===== src/rtl/csa_calc_sched.sv =====
// CSA calc scheduler: fetches input words, dispatches them round-robin to N calc
// instances, retires results in dispatch order. Optional watchdog: CSA_SCHED_TIMEOUT_EN.

module csa_calc_slot #(
  parameter int IW             = 40,
  parameter int OW             = 48,
  parameter int TIMEOUT_CYCLES = 1024
) (
  input  logic          clk,
  input  logic          rst_n,
  input  logic          i_start,
  input  logic [IW-1:0] i_op,
  input  logic          i_done,
  input  logic [OW-1:0] i_res,
  input  logic          i_retire,
  input  logic          i_clear,
  output logic          o_free,
  output logic          o_held,
  output logic [IW-1:0] o_op,
  output logic [OW-1:0] o_res,
  output logic          o_tmo
);
  typedef enum logic [1:0] {S_FREE, S_BUSY, S_HELD} slot_t;

  slot_t         r_st;
  logic [IW-1:0] r_op;
  logic [OW-1:0] r_res;
  logic          w_expire;

`ifdef CSA_SCHED_TIMEOUT_EN
  localparam int CW = $clog2(TIMEOUT_CYCLES + 1);
  logic [CW-1:0] r_cnt;
  logic          r_tmo;

  // Expires on the TIMEOUT_CYCLES-th BUSY cycle; a done in that cycle still wins.
  assign w_expire = (r_st == S_BUSY) && !i_done && (r_cnt == CW'(TIMEOUT_CYCLES - 1));

  always_ff @(posedge clk or negedge rst_n) begin
    if (!rst_n) begin
      r_cnt <= '0;
      r_tmo <= 1'b0;
    end else begin
      r_cnt <= (r_st == S_BUSY) ? r_cnt + CW'(1) : '0;
      if (w_expire)     r_tmo <= 1'b1;
      else if (i_clear) r_tmo <= 1'b0;
    end
  end
  assign o_tmo = r_tmo;
`else
  logic w_unused_clear;
  assign w_unused_clear = i_clear;
  assign w_expire       = 1'b0;
  assign o_tmo          = 1'b0;
`endif

  always_ff @(posedge clk or negedge rst_n) begin
    if (!rst_n) begin
      r_st  <= S_FREE;
      r_op  <= '0;
      r_res <= '0;
    end else begin
      case (r_st)
        S_FREE: if (i_start) begin
          r_st <= S_BUSY;
          r_op <= i_op;
        end
        S_BUSY: if (i_done) begin
          r_st  <= S_HELD;
          r_res <= i_res;
        end else if (w_expire) begin
          r_st  <= S_HELD;
          r_res <= '0;
        end
        S_HELD: if (i_retire) r_st <= S_FREE;
        default: r_st <= S_FREE;
      endcase
    end
  end

  assign o_free = (r_st == S_FREE);
  assign o_held = (r_st == S_HELD);
  assign o_op   = r_op;
  assign o_res  = r_res;
endmodule

module csa_calc_sched #(
  parameter int CSA_CALC_INST_NUM  = 4,
  parameter int CSA_CALC_IN_WIDTH  = 40,
  parameter int CSA_CALC_OUT_WIDTH = 48,
  parameter int TIMEOUT_CYCLES     = 1024
) (
  input  logic                                          csa_calc_clk,
  input  logic                                          rst_n,
  input  logic                                          cfg_enable,
  input  logic                                          csa_in_r_ready,
  output logic                                          csa_in_ren,
  input  logic [CSA_CALC_IN_WIDTH-1:0]                  csa_in_rdata,
  output logic [CSA_CALC_INST_NUM-1:0]                  calc_start,
  output logic [CSA_CALC_INST_NUM*CSA_CALC_IN_WIDTH-1:0]  calc_in_data,
  input  logic [CSA_CALC_INST_NUM-1:0]                  calc_done,
  input  logic [CSA_CALC_INST_NUM*CSA_CALC_OUT_WIDTH-1:0] calc_out_data,
  input  logic                                          csa_out_error_full,
  output logic                                          csa_out_wen,
  output logic [CSA_CALC_OUT_WIDTH-1:0]                 csa_out_wdata,
  output logic                                          sched_busy,
  output logic [31:0]                                   dispatch_count,
  output logic [31:0]                                   retire_count,
  output logic [CSA_CALC_INST_NUM-1:0]                  timeout_flags,
  input  logic                                          clear_flags
);
  localparam int N  = CSA_CALC_INST_NUM;
  localparam int IW = CSA_CALC_IN_WIDTH;
  localparam int OW = CSA_CALC_OUT_WIDTH;
  localparam int PW = $clog2(N);

  typedef enum logic [1:0] {F_IDLE, F_WAIT, F_ISSUE} fetch_t;

  fetch_t                 r_fst, w_fst_nxt;
  logic [PW-1:0]          r_disp_ptr, r_ret_ptr;
  logic [31:0]            r_disp_cnt, r_ret_cnt;
  logic                   r_ren;
  logic [N-1:0]           r_start;
  logic [N-1:0]           w_free, w_held, w_issue, w_retire;
  logic [N-1:0][IW-1:0]   w_op;
  logic [N-1:0][OW-1:0]   w_res, w_cres;
  logic                   w_fetch_go, w_retire_go;

  assign w_cres = calc_out_data;

  // Positional round-robin: stall on a non-FREE slot so retire order matches dispatch order.
  assign w_fetch_go  = (r_fst == F_IDLE) && cfg_enable && csa_in_r_ready && w_free[r_disp_ptr];
  assign w_retire_go = w_held[r_ret_ptr] && !csa_out_error_full;

  always_comb begin
    w_fst_nxt = r_fst;
    case (r_fst)
      F_IDLE:  if (w_fetch_go) w_fst_nxt = F_WAIT;
      F_WAIT:  w_fst_nxt = F_ISSUE;
      F_ISSUE: w_fst_nxt = F_IDLE;
      default: w_fst_nxt = F_IDLE;
    endcase
  end

  always_ff @(posedge csa_calc_clk or negedge rst_n) begin
    if (!rst_n) begin
      r_fst      <= F_IDLE;
      r_ren      <= 1'b0;
      r_start    <= '0;
      r_disp_ptr <= '0;
      r_disp_cnt <= '0;
      r_ret_ptr  <= '0;
      r_ret_cnt  <= '0;
    end else begin
      r_fst   <= w_fst_nxt;
      r_ren   <= w_fetch_go;
      r_start <= w_issue;
      if (r_fst == F_ISSUE) begin
        r_disp_ptr <= r_disp_ptr + PW'(1);
        r_disp_cnt <= r_disp_cnt + 32'd1;
      end
      if (w_retire_go) begin
        r_ret_ptr <= r_ret_ptr + PW'(1);
        r_ret_cnt <= r_ret_cnt + 32'd1;
      end
    end
  end

  for (genvar g = 0; g < N; g++) begin : g_slot
    assign w_issue[g]  = (r_fst == F_ISSUE) && (r_disp_ptr == PW'(g));
    assign w_retire[g] = w_retire_go && (r_ret_ptr == PW'(g));

    csa_calc_slot #(.IW(IW), .OW(OW), .TIMEOUT_CYCLES(TIMEOUT_CYCLES)) u_slot (
      .clk      (csa_calc_clk),
      .rst_n    (rst_n),
      .i_start  (w_issue[g]),
      .i_op     (csa_in_rdata),
      .i_done   (calc_done[g]),
      .i_res    (w_cres[g]),
      .i_retire (w_retire[g]),
      .i_clear  (clear_flags),
      .o_free   (w_free[g]),
      .o_held   (w_held[g]),
      .o_op     (w_op[g]),
      .o_res    (w_res[g]),
      .o_tmo    (timeout_flags[g])
    );
  end

  assign csa_in_ren     = r_ren;
  assign calc_start     = r_start;
  assign calc_in_data   = w_op;
  assign csa_out_wen    = w_retire_go;
  assign csa_out_wdata  = w_res[r_ret_ptr];
  assign sched_busy     = (r_fst != F_IDLE) || !(&w_free);
  assign dispatch_count = r_disp_cnt;
  assign retire_count   = r_ret_cnt;
endmodule


===== config.mk =====
export PLATFORM = sky130hd
export DESIGN_NAME = csa_calc_sched
export DESIGN_NICKNAME = d
export VERILOG_FILES = /design/src/rtl/csa_calc_sched.sv
export SDC_FILE = /design/constraint.sdc
export NUM_CORES = 1
export LEC_CHECK = 0
export ABC_AREA = 1
export ABC_CLOCK_PERIOD_IN_PS = 2800
export CORE_AREA = 2 2 207 209
export DETAILED_ROUTE_END_ITERATION = 8
export DIE_AREA = 0 0 209 211
export PLACE_DENSITY = 0.77
export SLEW_MARGIN = 20
export SYNTH_ARGS = -nofsm -noshare
export SYNTH_HDL_FRONTEND = slang
export SYNTH_SLANG_ARGS = --single-unit

===== constraint.sdc =====
create_clock -name csa_calc_clk -period 2.8 [get_ports csa_calc_clk]
set_input_delay 0.28 -clock csa_calc_clk [delete_from_list [all_inputs] [get_ports csa_calc_clk]]
set_output_delay 0.28 -clock csa_calc_clk [all_outputs]
set_load 0.005 [all_outputs]

Yosys cells after proc, flatten, opt, wreduce, memory -nomap -nowiden --
Index checks and enable logic that the tools add are counted.
Word-level totals: register bits 435, bits in latches 0, memory bits (writable) 0, ROM bits 0, bits of input ports 242, logic and storage cells 114, memories 0
Operators by class: add/sub/neg operators 4, multipliers 0, div/mod/pow operators 0, order comparisons 2, eq/ne operators 29, shift operators 0, muxes and demuxes 24, bitwise operators 0, reductions and logical operators 36
Operator list (number):
- $bmux W48 S2 | 1
- $add A32 B1 Y32 const B | 2
- $mux W48 | 1
- $mux W2 | 13
- $pmux W2 S3 | 4
- $eq A2 B2 Y1 const B | 9
- $ne A2 B1 Y1 const B | 8
- $reduce_and A2 Y1 | 8
- $eq A2 B1 Y1 const B | 7
- $logic_not A2 Y1 | 7
- $logic_and A1 B1 Y1 | 12
- $reduce_and A3 Y1 | 4
- $ne A2 B2 Y1 const B | 5
- $lt A2 B3 Y1 const B | 2
- $add A2 B1 Y2 const B | 2
- $bmux W1 S2 | 2
- $pmux W2 S2 | 1
- $reduce_and A4 Y1 | 1
- $logic_not A1 Y1 | 2
- $mux W1 | 2
- $reduce_bool A2 Y1 | 1
- $logic_or A1 B1 Y1 | 1

Longest topological paths before layout --
depth after elaboration 7, mapped depth 10

Hierarchy --
A second synthesis with hierarchy kept.
Second synthesis, totals: cell total of the unflattened synthesis 2418, area total of the unflattened synthesis 20033.0 um2
Modules (own cells, without submodules):
- csa_calc_slot | instances 4, cells each 401, area an instance 3636.0 um2, seq. area each 2252.2 um2
- csa_calc_sched | instances 1, cells each 814, area an instance 5489.0 um2, seq. area each 1876.8 um2

Worst setup path after synthesis --
No wires, ideal clock.
path kind register to register, start register r_ret_ptr[0], end register r_ret_ptr[1], setup time 0.135 ns, arrival time 1.309 ns, required time 2.665 ns, setup slack 1.356 ns, stages on the path, launching flop included 7, path buffers 2, clock period less this slack 1.444 ns, cells stage by stage dfrtp_1 -> buf_6 -> inv_4 -> clkbuf_1 -> ha_1 -> nand2_1 -> o21ai_0
Between the ends: cells in the longest elaborated chain, start to end 3
Ends and longest elaborated chain:
- start, declared | RTL line 119 | logic [PW-1:0] r_disp_ptr, r_ret_ptr;
- start signal, assigned | RTL line 162 | r_ret_ptr <= r_ret_ptr + PW'(1);
- $bmux W1 S2 | RTL line 132 | assign w_retire_go = w_held[r_ret_ptr] && !csa_out_error_full;
- $mux W1 (not written as such) | RTL line 132
- $logic_and A1 B1 Y1 | RTL line 132
Several ways; a longest one is shown, not always the timed one. The select of a mux whose other input is x is not followed. A chain may end at the register's enable or synchronous reset.

Worst setup path in the final report --
start register r_ret_ptr[0], end output port csa_out_wdata[21]
Between the ends: cells in the longest elaborated chain, start to end 2
Ends and longest elaborated chain:
- $bmux W48 S2 | RTL line 193 | assign csa_out_wdata = w_res[r_ret_ptr];
- $mux W48 (not written as such) | RTL line 193
- end, declared | RTL line 104 | output logic [CSA_CALC_OUT_WIDTH-1:0] csa_out_wdata,
No other way between the ends. The select of a mux whose other input is x is not followed.

==> flow_metrics.tcl <==
set metrics [dict create \
    yosysWarnings 0 \
    gp_congestion 0.9033 \
    grt_pass1_wl_mm 92.33 \
    vias 16044 \
    max_slew_margin 0.5290 \
    seq_area_frac_synth 0.5686 \
    numCtsBuffers 46 \
    post-route-util 0.6383 \
    finalHoldViolations 0 \
    h-tree-depth 2 \
    syn_area_um2 19140 \
    cts_sinks 435 \
    avgSynthCellArea_um2 9.853 \
    grt_usage 0.2692 \
    leakage_nw 12.21 \
    fin_hold_ws_ns 0.3028 \
    wl_per_cell_um 19.96 \
    yosysTopAreaCellShare 0.5686 \
    synth_edf_count 0 \
    drv_cap 0 \
    place_area_um2 25000 \
    final_area_um2 26660 \
    drv_slew 0 \
    layoutNonFillerInstCount 3037 \
    io_buffers 519 \
    wl_mm 60.62 \
    initial_utilization 0.4585 \
    criticalPathCategory "reg2out" \
    ir_worst_vdd_uv 692.6 \
    core_area_um2 41760 \
    cts_tree "done" \
    period_needed_ns 2.751 \
    layout.nets 2709 \
    drive_gt1_frac 0.1437 \
    post-route-drc-count 0 \
    drt_first_pass_iters 6 \
    viasPerCell 5.283 \
    synthCells 1943 \
    status "finished clean" \
    crit_path_start_kind "flop" \
    worstPathRequired_ns 2.52 \
    syn_to_final_growth_pct 39.23 \
    antenna_found_initial 10 \
    cp-end-kind "primary output" \
    setup_tns_ns 0 \
    hold_class "in2async" \
    ys.flop_type "dfrtp_1" \
    clock_skew_ns 0.01935 \
    power.density_nw_per_um2 1020 \
    rsz0062_at_grt "yes" \
    grt_pass1_vias 16351 \
    fmax_ghz 0.3635 \
    fp.dieH_um 211 \
    worstMarginPinSlew_ns 0.7057 \
    die_width_um 209 \
    ys_types 34 \
    ys_ff_latch 435 \
    dp.final_hpwl_mm 43.00 \
    drt_iter0_drc 1181 \
    die_area_um2 44100 \
    clkTransAtPathRegs_ns 0.06 \
    grt-ovfl-total 0 \
    synthTopCellsByArea "dfrtp_1, mux2_2, nand2_1" \
    cts_max_path_buffers 3 \
    num_rows 75 \
    grt_max_degree 101 \
    final-setup-viol-count 0 \
    worst-path-max-fanout 29 \
    ant_nets 0 \
    fin_crit_sh 0.9826 \
    place_inst 2945 \
    synthArstFlopShare 1.000 \
    boundaryPins 525 \
    synth_top_cell_by_area "dfrtp_1" \
    clock_latency_ns 0.58 \
    cts-root-buf "clkbuf_16" \
    worst_ep_arrival_time_ns 2.47 \
]
placed cells by master (no fill, tap or decap), types with 3 or more instances in the layout:
| cell | n |
|---|---|
| clkdlybuf4s50_1 | 518 |
| nand2_1 | 451 |
| dfrtp_1 | 433 |
| o21ai_0 | 258 |
| mux2_2 | 190 |
| nor2_1 | 186 |
| inv_1 | 107 |
| clkbuf_16 | 49 |
| o22ai_1 | 48 |
| nand3_1 | 41 |
| xor2_1 | 23 |
| buf_4 | 22 |
| nor2_2 | 14 |
| buf_12 | 12 |
| nand2_2 | 11 |
| nor2_4 | 10 |
| xnor2_1 | 10 |
| ha_1 | 10 |
| clkbuf_1 | 10 |
| clkbuf_8 | 9 |
| nand4_1 | 8 |
| o21ai_1 | 7 |
| nand3_2 | 7 |
| clkinv_2 | 7 |
| diode_2 | 6 |
| inv_2 | 6 |
| nor3_1 | 4 |
| o31ai_1 | 4 |
| o21bai_1 | 4 |
| conb_1 | 4 |
| bufinv_16 | 4 |
| nand2_4 | 3 |
final timing paths:
kind                                          startpoint                    endpoint  slack [ns]  depth (start not counted)
min in group csa_calc_clk              calc_out_data[43]  g_slot[0].u_slot.o_res[43]        0.30                          2
max in group asynchronous                          rst_n   g_slot[3].u_slot.o_op[35]        1.59                          3
worst max register to register             r_disp_ptr[1]   g_slot[1].u_slot.o_op[23]        0.56                          7
worst min register to register  g_slot[1].u_slot.o_op[6]    g_slot[1].u_slot.o_op[6]        0.48                          2
worst max-delay path                        r_ret_ptr[0]           csa_out_wdata[21]        0.05                          5
worst min-delay path                               rst_n  g_slot[2].u_slot.o_res[31]        0.30                          2
report_power, final:
| part | total (W) | switching (W) | internal [W] | leakage [nW] |
|---|---|---|---|---|
| Combinational | 0.0107 | 0.00480 | 0.00589 | 6.02 |
| Sequential | 0.0102 | 0.00146 | 0.00879 | 5.43 |
| Clock | 0.00625 | 0.00255 | 0.00370 | 0.762 |
| Total | 0.0272 | 0.00881 | 0.0184 | 12.2 |
flip-flops by register name, summed over array words and instances (netlist names):
register,count
g_slot.u_slot.o_res,192
g_slot.u_slot.o_op,160
dispatch_count,32
retire_count,32
g_slot.u_slot.r_st,8
calc_start,4
r_disp_ptr,2
r_fst,2
r_ret_ptr,2
csa_in_ren,1
metal layers:
| layer | global-route usage | vias to the layer above | wire, µm | part of all wire |
|---|---|---|---|---|
| met3 | 0.08906 | 125 | 5304 | 0.088 |
| met4 | 0.1126 | 8 | 2063 | 0.034 |
| met5 | 0 | - | 56 | 0.00092 |
| li1 | - | 7405 | - | - |
| met2 | 0.4522 | 621 | 29620 | 0.49 |
| met1 | 0.3183 | 7885 | 23570 | 0.39 |
synth_stat cells, types with 2 or more instances:
cell / number
nand4_1: 8
a21oi_1: 2
inv_4: 2
nor3_1: 4
mux2_1: 2
inv_1: 108
o21bai_1: 4
o31ai_1: 4
xnor2_1: 10
buf_6: 6
ha_1: 10
nor2_1: 186
nand2_4: 3
nand3_2: 7
buf_4: 9
nor2_4: 10
mux2_2: 190
clkbuf_1: 42
dfrtp_1: 435
xor2_1: 23
o21ai_1: 7
o22ai_1: 48
o21ai_0: 258
inv_2: 6
buf_2: 37
nor2_2: 14
nand2_1: 453
nand2_2: 9
nand3_1: 41
logic make-up after synthesis:
kind of cell    after synthesis  synth area share
mux                         192            0.1129
simple gates                737            0.1592
other cells                   1         0.0001959
xor+xnor                     33           0.01510
flops                       435            0.5686
compound gates              324           0.08921
buf+inv                     211           0.04823
fa+ha+maj                    10          0.006536
critical path: stages (launching register included):
cell and delay, ns:
dfrtp_4 0.54, inv_8 0.20, buf_12 0.20, nor2_1 0.06, o22ai_1 0.30, clkdlybuf4s50_1 0.58
repair_timing:
action                                  in CTS  in global routing
endpoints found under the hold margin       66                  0
cloned                                       0                  2
hold buffers                                 1                  0
gates resized for setup                      2                  2
endpoints found under the setup margin      11                  9
buffers inserted                             0                  0
metrics by stage:
stage | setup WS (ns) | power, W
final | 0.04860 | 0.02719
after floorplan | 1.356 | 0.01468
after global placement | 0.5593 | 0.02033
after global routing | -0.009122 | 0.02873
after CTS | 0.008876 | 0.02717
after detailed placement | 0.5664 | 0.02072
area by class of cell:
| type | instances | area (µm²) |
|---|---|---|
| fillers | 3283 | 15100 |
| multi-input cells | 1300 | 7352 |
| clock inverters | 17 | 220.2 |
| well taps | 539 | 674.4 |
| clock buffers | 66 | 1338 |
| repair buffers | 558 | 5720 |
| diodes | 6 | 15.01 |
| inverters | 116 | 445.4 |
| flip-flops and latches | 435 | 10890 |
(Power assumes the default switching activity.)
